<file path="src/rtl/uart_tx.sv">
// UART transmitter: AXI-Stream words out on tx_o as start, data LSB first, optional parity, stop bit(s).
// Latency: a word accepted at edge E0 drives the start bit from E1; each frame is (1+DW+PE+SB)*CLK_DIV cycles.
// Backpressure: tready drops while the one-entry holding register is full; one word can wait during a frame.
module uart_tx #(
    parameter int DATA_WIDTH = 8,
    parameter int CLK_DIV    = 16,
    parameter int PARITY_EN  = 1,
    parameter int PARITY_ODD = 0,
    parameter int STOP_BITS  = 1
) (
    input  logic                  clk_i,
    input  logic                  rst_i,
    input  logic [DATA_WIDTH-1:0] slv_axis_tdata_i,
    input  logic                  slv_axis_tvalid_i,
    output logic                  slv_axis_tready_o,
    output logic                  tx_o,
    output logic                  busy_o
);
    localparam int BAUD_W = $clog2(CLK_DIV + 1);
    localparam int CNT_W  = $clog2(DATA_WIDTH + 1);
    localparam logic [BAUD_W-1:0] BAUD_LAST = BAUD_W'(CLK_DIV - 1);
    localparam logic [CNT_W-1:0]  DATA_LAST = CNT_W'(DATA_WIDTH - 1);
    localparam logic [CNT_W-1:0]  STOP_LAST = CNT_W'(STOP_BITS - 1);
    localparam logic              PAR_INV   = (PARITY_ODD != 0);

    typedef enum logic [2:0] {IDLE, START, DATA, PARITY, STOP} state_t;

    state_t                state, state_n;
    logic [DATA_WIDTH-1:0] hold;
    logic [DATA_WIDTH-1:0] shift, shift_n;
    logic                  hold_valid, hold_valid_n;
    logic                  parity, parity_n;
    logic [BAUD_W-1:0]     baud_cnt, baud_cnt_n;
    logic [CNT_W-1:0]      bit_cnt, bit_cnt_n;
    logic                  tx_n, busy_n;
    logic                  accept, load, bit_end;

    assign slv_axis_tready_o = ~hold_valid & ~rst_i;
    assign accept            = slv_axis_tvalid_i & slv_axis_tready_o;
    assign bit_end           = (baud_cnt == BAUD_LAST);

    always_comb begin
        state_n    = state;
        shift_n    = shift;
        parity_n   = parity;
        baud_cnt_n = baud_cnt;
        bit_cnt_n  = bit_cnt;
        load       = 1'b0;
        if (state != IDLE) begin
            baud_cnt_n = bit_end ? '0 : baud_cnt + 1'b1;
        end
        case (state)
            IDLE:  load = hold_valid;
            START: begin
                if (bit_end) begin
                    state_n   = DATA;
                    bit_cnt_n = '0;
                end
            end
            DATA: begin
                if (bit_end) begin
                    shift_n = shift >> 1;
                    if (bit_cnt == DATA_LAST) begin
                        bit_cnt_n = '0;
                        state_n   = (PARITY_EN != 0) ? PARITY : STOP;
                    end else begin
                        bit_cnt_n = bit_cnt + 1'b1;
                    end
                end
            end
            PARITY: begin
                if (bit_end) state_n = STOP;
            end
            STOP: begin
                // bit_cnt is reused to count stop bits
                if (bit_end) begin
                    if (bit_cnt == STOP_LAST) begin
                        bit_cnt_n = '0;
                        state_n   = IDLE;
                        load      = hold_valid;
                    end else begin
                        bit_cnt_n = bit_cnt + 1'b1;
                    end
                end
            end
            default: state_n = IDLE;
        endcase
        if (load) begin
            state_n    = START;
            shift_n    = hold;
            parity_n   = (^hold) ^ PAR_INV;
            baud_cnt_n = '0;
        end
        hold_valid_n = (hold_valid & ~load) | accept;
        case (state_n)
            START:   tx_n = 1'b0;
            DATA:    tx_n = shift_n[0];
            PARITY:  tx_n = parity_n;
            default: tx_n = 1'b1;
        endcase
        busy_n = (state_n != IDLE) | hold_valid_n;
    end

    always_ff @(posedge clk_i or posedge rst_i) begin
        if (rst_i) begin
            state      <= IDLE;
            hold       <= '0;
            hold_valid <= 1'b0;
            shift      <= '0;
            parity     <= 1'b0;
            baud_cnt   <= '0;
            bit_cnt    <= '0;
            tx_o       <= 1'b1;
            busy_o     <= 1'b0;
        end else begin
            state      <= state_n;
            shift      <= shift_n;
            hold_valid <= hold_valid_n;
            parity     <= parity_n;
            baud_cnt   <= baud_cnt_n;
            bit_cnt    <= bit_cnt_n;
            tx_o       <= tx_n;
            busy_o     <= busy_n;
            if (accept) hold <= slv_axis_tdata_i;
        end
    end
endmodule

</file>
<file path="config.mk">
export PLATFORM = sky130hd
export DESIGN_NAME = uart_tx
export DESIGN_NICKNAME = d
export VERILOG_FILES = /design/src/rtl/uart_tx.sv
export SDC_FILE = /design/constraint.sdc
export NUM_CORES = 1
export LEC_CHECK = 0
export ABC_AREA = 1
export CAP_MARGIN = 20
export CORE_UTILIZATION = 50
export CTS_BUF_LIST = sky130_fd_sc_hd__clkbuf_4
export DETAILED_ROUTE_END_ITERATION = 7
export PLACE_DENSITY = 0.83
export SETUP_SLACK_MARGIN = 0.15
export SLEW_MARGIN = 20
export SYNTH_ARGS = -nofsm -noshare
export SYNTH_HDL_FRONTEND = slang
export SYNTH_SLANG_ARGS = --single-unit
export TNS_END_PERCENT = 100
</file>
<file path="constraint.sdc">
create_clock -name clk_i -period 1.5 [get_ports clk_i]
set_input_delay 0.225 -clock clk_i [delete_from_list [all_inputs] [get_ports clk_i]]
set_output_delay 0.225 -clock clk_i [all_outputs]
set_load 0.05 [all_outputs]
</file>
* Yosys cells after proc, flatten, opt, wreduce, memory -nomap -nowiden
Cells that the tools add are included.
** Word-level totals
- Register bits :: 32
- Bits of input ports :: 11
- Output and inout bits :: 3
- Logic and storage cells :: 68
** Cells by class
- $add $sub $neg :: 2
- Eq/ne operators :: 12
- Mux-type cells :: 25
- Bitwise operators :: 8
- Reduce and logical (&&, ||, !) cells :: 11
** Operators with widths (count)
- $mux 8 :: 3
- $mux 3 :: 7
- $mux 4 :: 5
- $mux 5 :: 3
- $pmux 3 s5 :: 1
- $eq 3x2->1 const B :: 4
- $pmux 4 s3 :: 1
- $reduce_bool 3->1 :: 3
- $reduce_xor 8->1 :: 1
- $eq 3x1->1 const B :: 2
- $ne 2x2->1 const B :: 3
- $reduce_bool 2->1 :: 3
- $add 5x1->5 const B :: 1
- $eq 5x4->1 const B :: 1
- $add 4x1->4 const B :: 1
- $eq 4x3->1 const B :: 1
- $logic_not 4->1 :: 1
- $reduce_and 4->1 :: 1
- $and 1x1->1 :: 3
- $eq 3x3->1 const B :: 1
- $logic_not 3->1 :: 1
- $mux 1 :: 3
- $not 1->1 :: 3
- $pmux 1 s3 :: 1
- other kinds (3) :: 4

* Longest topological paths before layout
Gate-level depths: netlist of run 1.
- Depth after elaboration :: 8
- Depth in mapped cells :: 11
- Depth with buffers taken out :: 11

* Worst setup path before layout of run 1
OpenSTA, ideal clock, no wires.
- Path kind :: reg-to-reg
- Start :: register hold_valid
- End :: register hold[0]
- Setup time :: 0.131 ns
- Data arrival time :: 1.690 ns
- Required time :: 1.369 ns
- Path slack :: -0.320 ns
- Stages on the path, launching flop included :: 6
- Buffers on the path :: 1
- Clock period less this slack :: 1.820 ns
- Path through :: dfrtp_1 -> nor2_1 -> nand2_1 -> inv_1 -> clkbuf_1 -> o21ai_0
** Between the ends
- Longest elaborated chain between the ends :: 3
** RTL lines
- start, declared :: RTL line 31 : logic hold_valid, hold_valid_n;
- start signal, assigned :: RTL line 118 : hold_valid <= hold_valid_n;
- $not 1->1 :: RTL line 38 : assign slv_axis_tready_o = ~hold_valid & ~rst_i;
- $and 1x1->1 :: RTL line 38
- net slv_axis_tready_o :: RTL line 15 : output logic slv_axis_tready_o,
- $and 1x1->1 :: RTL line 39 : assign accept = slv_axis_tvalid_i & slv_axis_tready_o;
- end signal, assigned :: RTL line 124 : if (accept) hold <= slv_axis_tdata_i;
- end, declared :: RTL line 29 : logic [DATA_WIDTH-1:0] hold;
The timed path passes the listed nets, and every way through them passes these cells.
A chain may end at the register's enable or synchronous reset.

* Worst setup path in the final report of run 1
- Start :: register state[0]
- End :: register tx_o
** Between the ends
- Elaborated cells between the ends (all ways) :: 21
- Classes of those cells :: eq/ne (7); mux (13); reduce/logical (1)
** RTL lines
- start, declared :: RTL line 28 : state_t state, state_n;
- start signal, assigned :: RTL line 116 : state <= state_n;
- $eq 3x3->1, or another cell as far along :: RTL line 52 : case (state)
- $pmux 1 s2 / $mux 8 (equally long branches) :: RTL line 52
- $mux 8 (*) :: RTL line 88 : if (load) begin
- net shift_n[0] :: RTL line 30 : logic [DATA_WIDTH-1:0] shift, shift_n;
- $pmux 1 s3 (*) :: RTL line 95 : case (state_n)
- net tx_n :: RTL line 35 : logic tx_n, busy_n;
- end signal, assigned :: RTL line 122 : tx_o <= tx_n;
- end, declared :: RTL line 16 : output logic tx_o,
The timed path passes the listed nets; every way through them passes the cells marked *. The select of a mux whose other input is x is not followed.

==> reports/results.ini, run 1 <==
[clock_network]
cts.sinks=32
clock_latency_ps=350
htreeDepth=2
clockBufferDepth=2
cts.reportedPaths.clkPinSlew_ps=120
cts-root-buf=clkbuf_4
cts_tree=built
cts_buffers=5

[timing]
clock_skew_ps=13.6
max_slew_margin_pct=74.8
timing.final.max_slew_violations=0
clock.fmax_mhz=623
rsz0062_at_grt=true
fin_setup_tns_ps=-954
finalHoldViolations=0
fin_crit_sh_pct=107
layout_setup_ws_ps=-105
finalSetupViolCount=15
hold_ws_ps=291
tightest_slew_ps=375
post-route-min-period_ps=1610

[worst_setup_path]
worstPathArrival_ps=1890
path_class=reg2reg
critPathLaunchType=flip-flop
end_kind=flip-flop
path_max_fanout=8
cp.required_ps=1780

[outcome]
failed_checks=negative setup slack
status=finished, violations left

[placed_design]
port_buffers=13
place_congestion=0.852
place_area_sq_um=2090
dp_hpwl_mm=2.65
dpl.cell_count=287

[yosys]
ys_seq_elements=32
avgSynthCellArea_sq_um=8.09
syn-instance-count=217
yosysWarningCount=0
synth_edf_count=0
ys_async_sr_fraction_pct=100
syn_area_sq_um=1760
yosysUniqueCellTypes=30
synth.net_count=231
synth_top_flop_cell=dfrtp_1
seq_area_frac_synth_pct=45.7

[cells_and_area]
synthToLayoutAreaGrowth_pct=41.7
most-common-layout-cells=nand2_1 (57), dfrtp_1 (29), inv_1 (26)
drive_gt1_share_pct=35.5
n_antenna_cell=0
final_area_sq_um=2490
finalNonFillerCells=308
final_common_cell=nand2_1
nets=275
nFillCells=225

[global_route]
antenna_found_initial=0
overflow=0
grt_max_degree=33
grt_first_pass_wirelength_mm=6.76
grt_usage_pct=25.5
grt_pass1_vias=1580

[detailed_routing]
drt-total-wl_mm=4.79
num_vias=1661
drt_pre_antenna_iters=4
avgViaCountPerCell=5.39
drtIter0Drc=103
ant_nets=0
drc=0
routedWlPerCell_um=15.6

[floorplanning]
std_cell_rows=21
io_pins=14
die_y_um=61.3
initial_core_util_pct=52.6
fp.dieArea_sq_um=3750
die_w_um=61.3
coreArea_sq_um=3340

[power]
power_mw=4.38
vdd_drop_max_mv=1.09
p_leak_nw=1.21
power_density_nw_per_um2=1760

[run]
drv_cap=0

[min_path]
hp-class=in2async

[where the power goes]
group / switching [mW] / total, mW / internal [mW]
Sequential: 0.244 / 1.44 / 1.20
Combinational: 1.30 / 2.26 / 0.958
Clock: 0.333 / 0.681 / 0.347
Total: 1.88 / 4.38 / 2.50
[final cells by class]
cell class / count / area, sq um / area share, %
inverters: 32 / 123 / 4.93
multi-input cells: 150 / 988 / 39.7
clock inverters: 3 / 42.5 / 1.71
repair buffers: 40 / 434 / 17.5
well taps: 46 / 57.6 / 2.31
clock buffers: 5 / 37.5 / 1.51
flip-flops and latches: 32 / 805 / 32.3
[cell families (layout without fill, tap and decap cells)]
group	Yosys count	in the layout	share of synthesized area (%)
and+or+nand+nor	114	114	30.5
buffers and inverters	35	80	8.34
DFF	32	32	45.7
AOI/OAI and AO/OA	30	30	11.8
adders and majority gates	3	3	2.14
xor gates and xnor gates	3	3	1.50
[registers in the layout, indices dropped and copies added (netlist names)]
signal	flops
hold	8
shift	8
baud_cnt	5
bit_cnt	4
state	3
busy_o	1
hold_valid	1
parity	1
tx_o	1
[worst max-delay path, cell delays in order, from the launching register on]
cell and delay [ps]:
dfrtp_2 470, nor2_2 150, inv_2 80, nor2_1 310, nand2_4 160, nand2_1 130, nand2_2 70, nand2_1 80
nand3_2 70
[per-stage QoR]
step	setup WS (ps)	util [%]
2_1_floorplan	96.3	-
3_3_place_gp	15.7	62.6
3_5_place_dp	-53.9	62.6
4_1_cts	-27.0	70.5
5_1_grt	-153	74.5
6_report	-105	74.5
[worst paths after layout]
path                                startpoint     endpoint  slack, ps  depth (start not counted)
max reg2reg                           state[0]         tx_o       -110                          8
min                                      rst_i  baud_cnt[4]        290                          3
max in group asynchronous                rst_i         tx_o        950                          3
max                                   state[0]         tx_o       -110                          8
min reg2reg                             parity       parity        500                          2
min in group clk_i         slv_axis_tdata_i[7]      hold[7]        420                          3
[routing by layer]
layer | GRT usage (%) | vias to the layer above | wire length, um
met1 | 26.3 | 795 | 1680
li1 | - | 788 | -
met5 | 0 | - | 0
met3 | 8.40 | 28 | 160
met2 | 46.0 | 50 | 2710
met4 | 13.3 | 0 | 238
[Yosys cell counts (3+ instances only)]
cell       n  area (sq um)
o21ai_0   13          65.1
ha_1       3          37.5
nand4_1    3          18.8
nand3_2    5          50.1
o211ai_1   3          22.5
xor2_1     3          26.3
dfrtp_1   31           776
nand2_1   60           225
a21oi_1    3          15.0
nand2_2    6          37.5
nor2_2     4          25.0
nor2_1    13          48.8
inv_1     29           109
inv_2      3          11.3
nand3_1   19          95.1
[timing repair]
| item | in CTS | in global routing |
|---|---|---|
| gates resized for setup | 27 | 22 |
| pin swaps | 9 | 8 |
| buffers inserted | 7 | 6 |
| endpoints found under the setup margin | 23 | 25 |
| cloned | 0 | 0 |
| hold buffers | 0 | 0 |
(Power assumes the default switching activity.)
==> run 2: changes to the inputs <==
--- a/config.mk
+++ b/config.mk
@@ -7,8 +7,10 @@
 export LEC_CHECK = 0
 export ABC_AREA = 1
 export CAP_MARGIN = 20
+export CORE_MARGIN = 10
 export CORE_UTILIZATION = 50
 export CTS_BUF_LIST = sky130_fd_sc_hd__clkbuf_4
+export CTS_CLUSTER_SIZE = 28
 export DETAILED_ROUTE_END_ITERATION = 7
 export PLACE_DENSITY = 0.83
 export SETUP_SLACK_MARGIN = 0.15
==> reports/results.ini, run 2 (synthesized netlist as in run 1, its figures left out) <==
[placed_design]
port_buffers=13
pre_cts_slack_ps=6.02
dp_hpwl_mm=2.66
place_congestion=0.790
dpl.cell_count=286

[timing]
layout_setup_ws_ps=-75.3
finalSetupViolCount=11
clock.fmax_mhz=635
tightest_slew_ps=442
clock_skew_ps=13.0
max_slew_margin_pct=70.3
fin_crit_sh_pct=105
rsz0062_at_grt=true
post-route-min-period_ps=1580
finalHoldViolations=0
timing.final.max_slew_violations=0

[power]
p_int_mw=2.31
p_leak_nw=1.16
seqPwrFrac_pct=36.4
power_density_nw_per_um2=1700
clockPowerShare_pct=13.0
switching_share_pct=42.5
combPwrFrac_pct=50.6
vdd_drop_max_mv=0.969
power_mw=4.02
power.net_switching_mw=1.71

[detailed_routing]
avgViaCountPerCell=5.21
ant_nets=0
drt-total-wl_mm=4.17
drtIter0Drc=140
routedWlPerCell_um=13.7
drt_pre_antenna_iters=4
drc=0
num_vias=1590

[cells_and_area]
nets=272
most-common-layout-cells=nand2_1 (56), dfrtp_1 (31), inv_1 (27)
n_antenna_cell=0
synthToLayoutAreaGrowth_pct=35.0
seqCellArea_sq_um=802
finalNonFillerCells=305
drive_gt1_share_pct=32.4
final_common_cell=nand2_1
largestRegisters=hold: 8 flops, shift: 8 flops, baud_cnt: 5 flops
nFillCells=272
multi_input_area_sq_um=940

[worst_setup_path]
critPathLaunchType=flip-flop
cp.required_ps=1730
worstPathArrival_ps=1800
path_max_fanout=7
reg2reg_slack_ps=-80
end_kind=flip-flop
path_class=reg2reg

[clock_network]
cts-root-buf=clkbuf_4
cts_tree=built
clockBufferDepth=2
clock_latency_ps=340
cts.sinks=32
htreeDepth=2
holdBufCountCts=0
cts.reportedPaths.clkPinSlew_ps=100
cts_buffers=5

[floorplanning]
std_cell_rows=21
io_pins=14
initial_core_util_pct=52.2
die_w_um=79.3
die_y_um=79.3
fp.dieArea_sq_um=6280
coreArea_sq_um=3360

[min_path]
hp-class=in2async

[global_route]
grt_max_degree=20
antenna_found_initial=0
grt_usage_pct=12.5
grt_first_pass_wirelength_mm=6.47
grt_pass1_vias=1594
overflow=0

[outcome]
failed_checks=negative setup slack
status=finished, violations left

[run]
drv_cap=0

[run 2: metal layers]
layer / global-route usage, % / up-vias / part of all wire, %
met4: 6.45 / 0 / 2.5
met2: 22.8 / 28 / 53
li1: - / 784 / -
met1: 13.1 / 767 / 41
met5: 0 / - / 0
met3: 3.04 / 11 / 3.5
[run 2: worst max-delay path, cell delays in order (launching register included)]
cell and delay, ps:
dfrtp_1 420, ha_4 180, nand3_4 90, nor2_4 260, buf_6 150, nand3_4 60
nand3_4 120, buf_6 100, nand4_1 80
[run 2: area by class of cell]
cell class	count	area share [%]
timing repair buffer	37	16.6
tap	46	2.43
inverter	32	5.07
clock inverter	1	0.211
clock buffer	7	2.22
multi-input combinational	150	39.7
sequential	32	33.8
[run 2: power groups by stage]
stage	registers (mW)	clock network [mW]	logic, mW
floorplan	1.46	0	1.14
global placement	1.43	0	1.62
detailed placement	1.44	0	1.67
CTS	1.45	0.526	1.85
global route	1.51	0.571	2.25
finish	1.46	0.521	2.03
[run 2: worst paths after layout]
path,start,endpoint,cells past startpoint
max in group asynchronous,rst_i,tx_o,3
min in group clk_i,slv_axis_tdata_i[3],hold[3],3
worst max-delay path,baud_cnt[1],busy_o,8
worst min register to register,parity,parity,2
worst min-delay path,rst_i,busy_o,3
worst max register to register,baud_cnt[1],busy_o,8
[run 2: what timing repair did]
action                                  4_1_cts  5_1_grt
cloned                                        0        1
gates resized for setup                      11       22
pin swaps                                     6       12
hold endpoints to repair                      0        0
endpoints found under the setup margin       23       33
buffers inserted                              7        3
[run 2: through the flow]
stage	cell area (sq um)	hold slack, ps	utilization (%)	setup TNS, ps
6_report	2370	358	70.5	-332
3_5_place_dp	2080	479	61.9	0
4_1_cts	2240	281	66.6	-19.9
3_3_place_gp	2080	483	61.9	0
5_1_grt	2370	347	70.5	-1880
2_1_floorplan	1780	340	-	0
==> run 3: changes to the inputs <==
--- a/config.mk
+++ b/config.mk
@@ -10,7 +10,7 @@
 export CORE_MARGIN = 10
 export CORE_UTILIZATION = 50
 export CTS_BUF_LIST = sky130_fd_sc_hd__clkbuf_4
-export CTS_CLUSTER_SIZE = 28
+export CTS_CLUSTER_SIZE = 25
 export DETAILED_ROUTE_END_ITERATION = 7
 export PLACE_DENSITY = 0.83
 export SETUP_SLACK_MARGIN = 0.15
==> results of run 3 <==
Same layout as run 2: the final DEF is identical, and so are final timing and power.
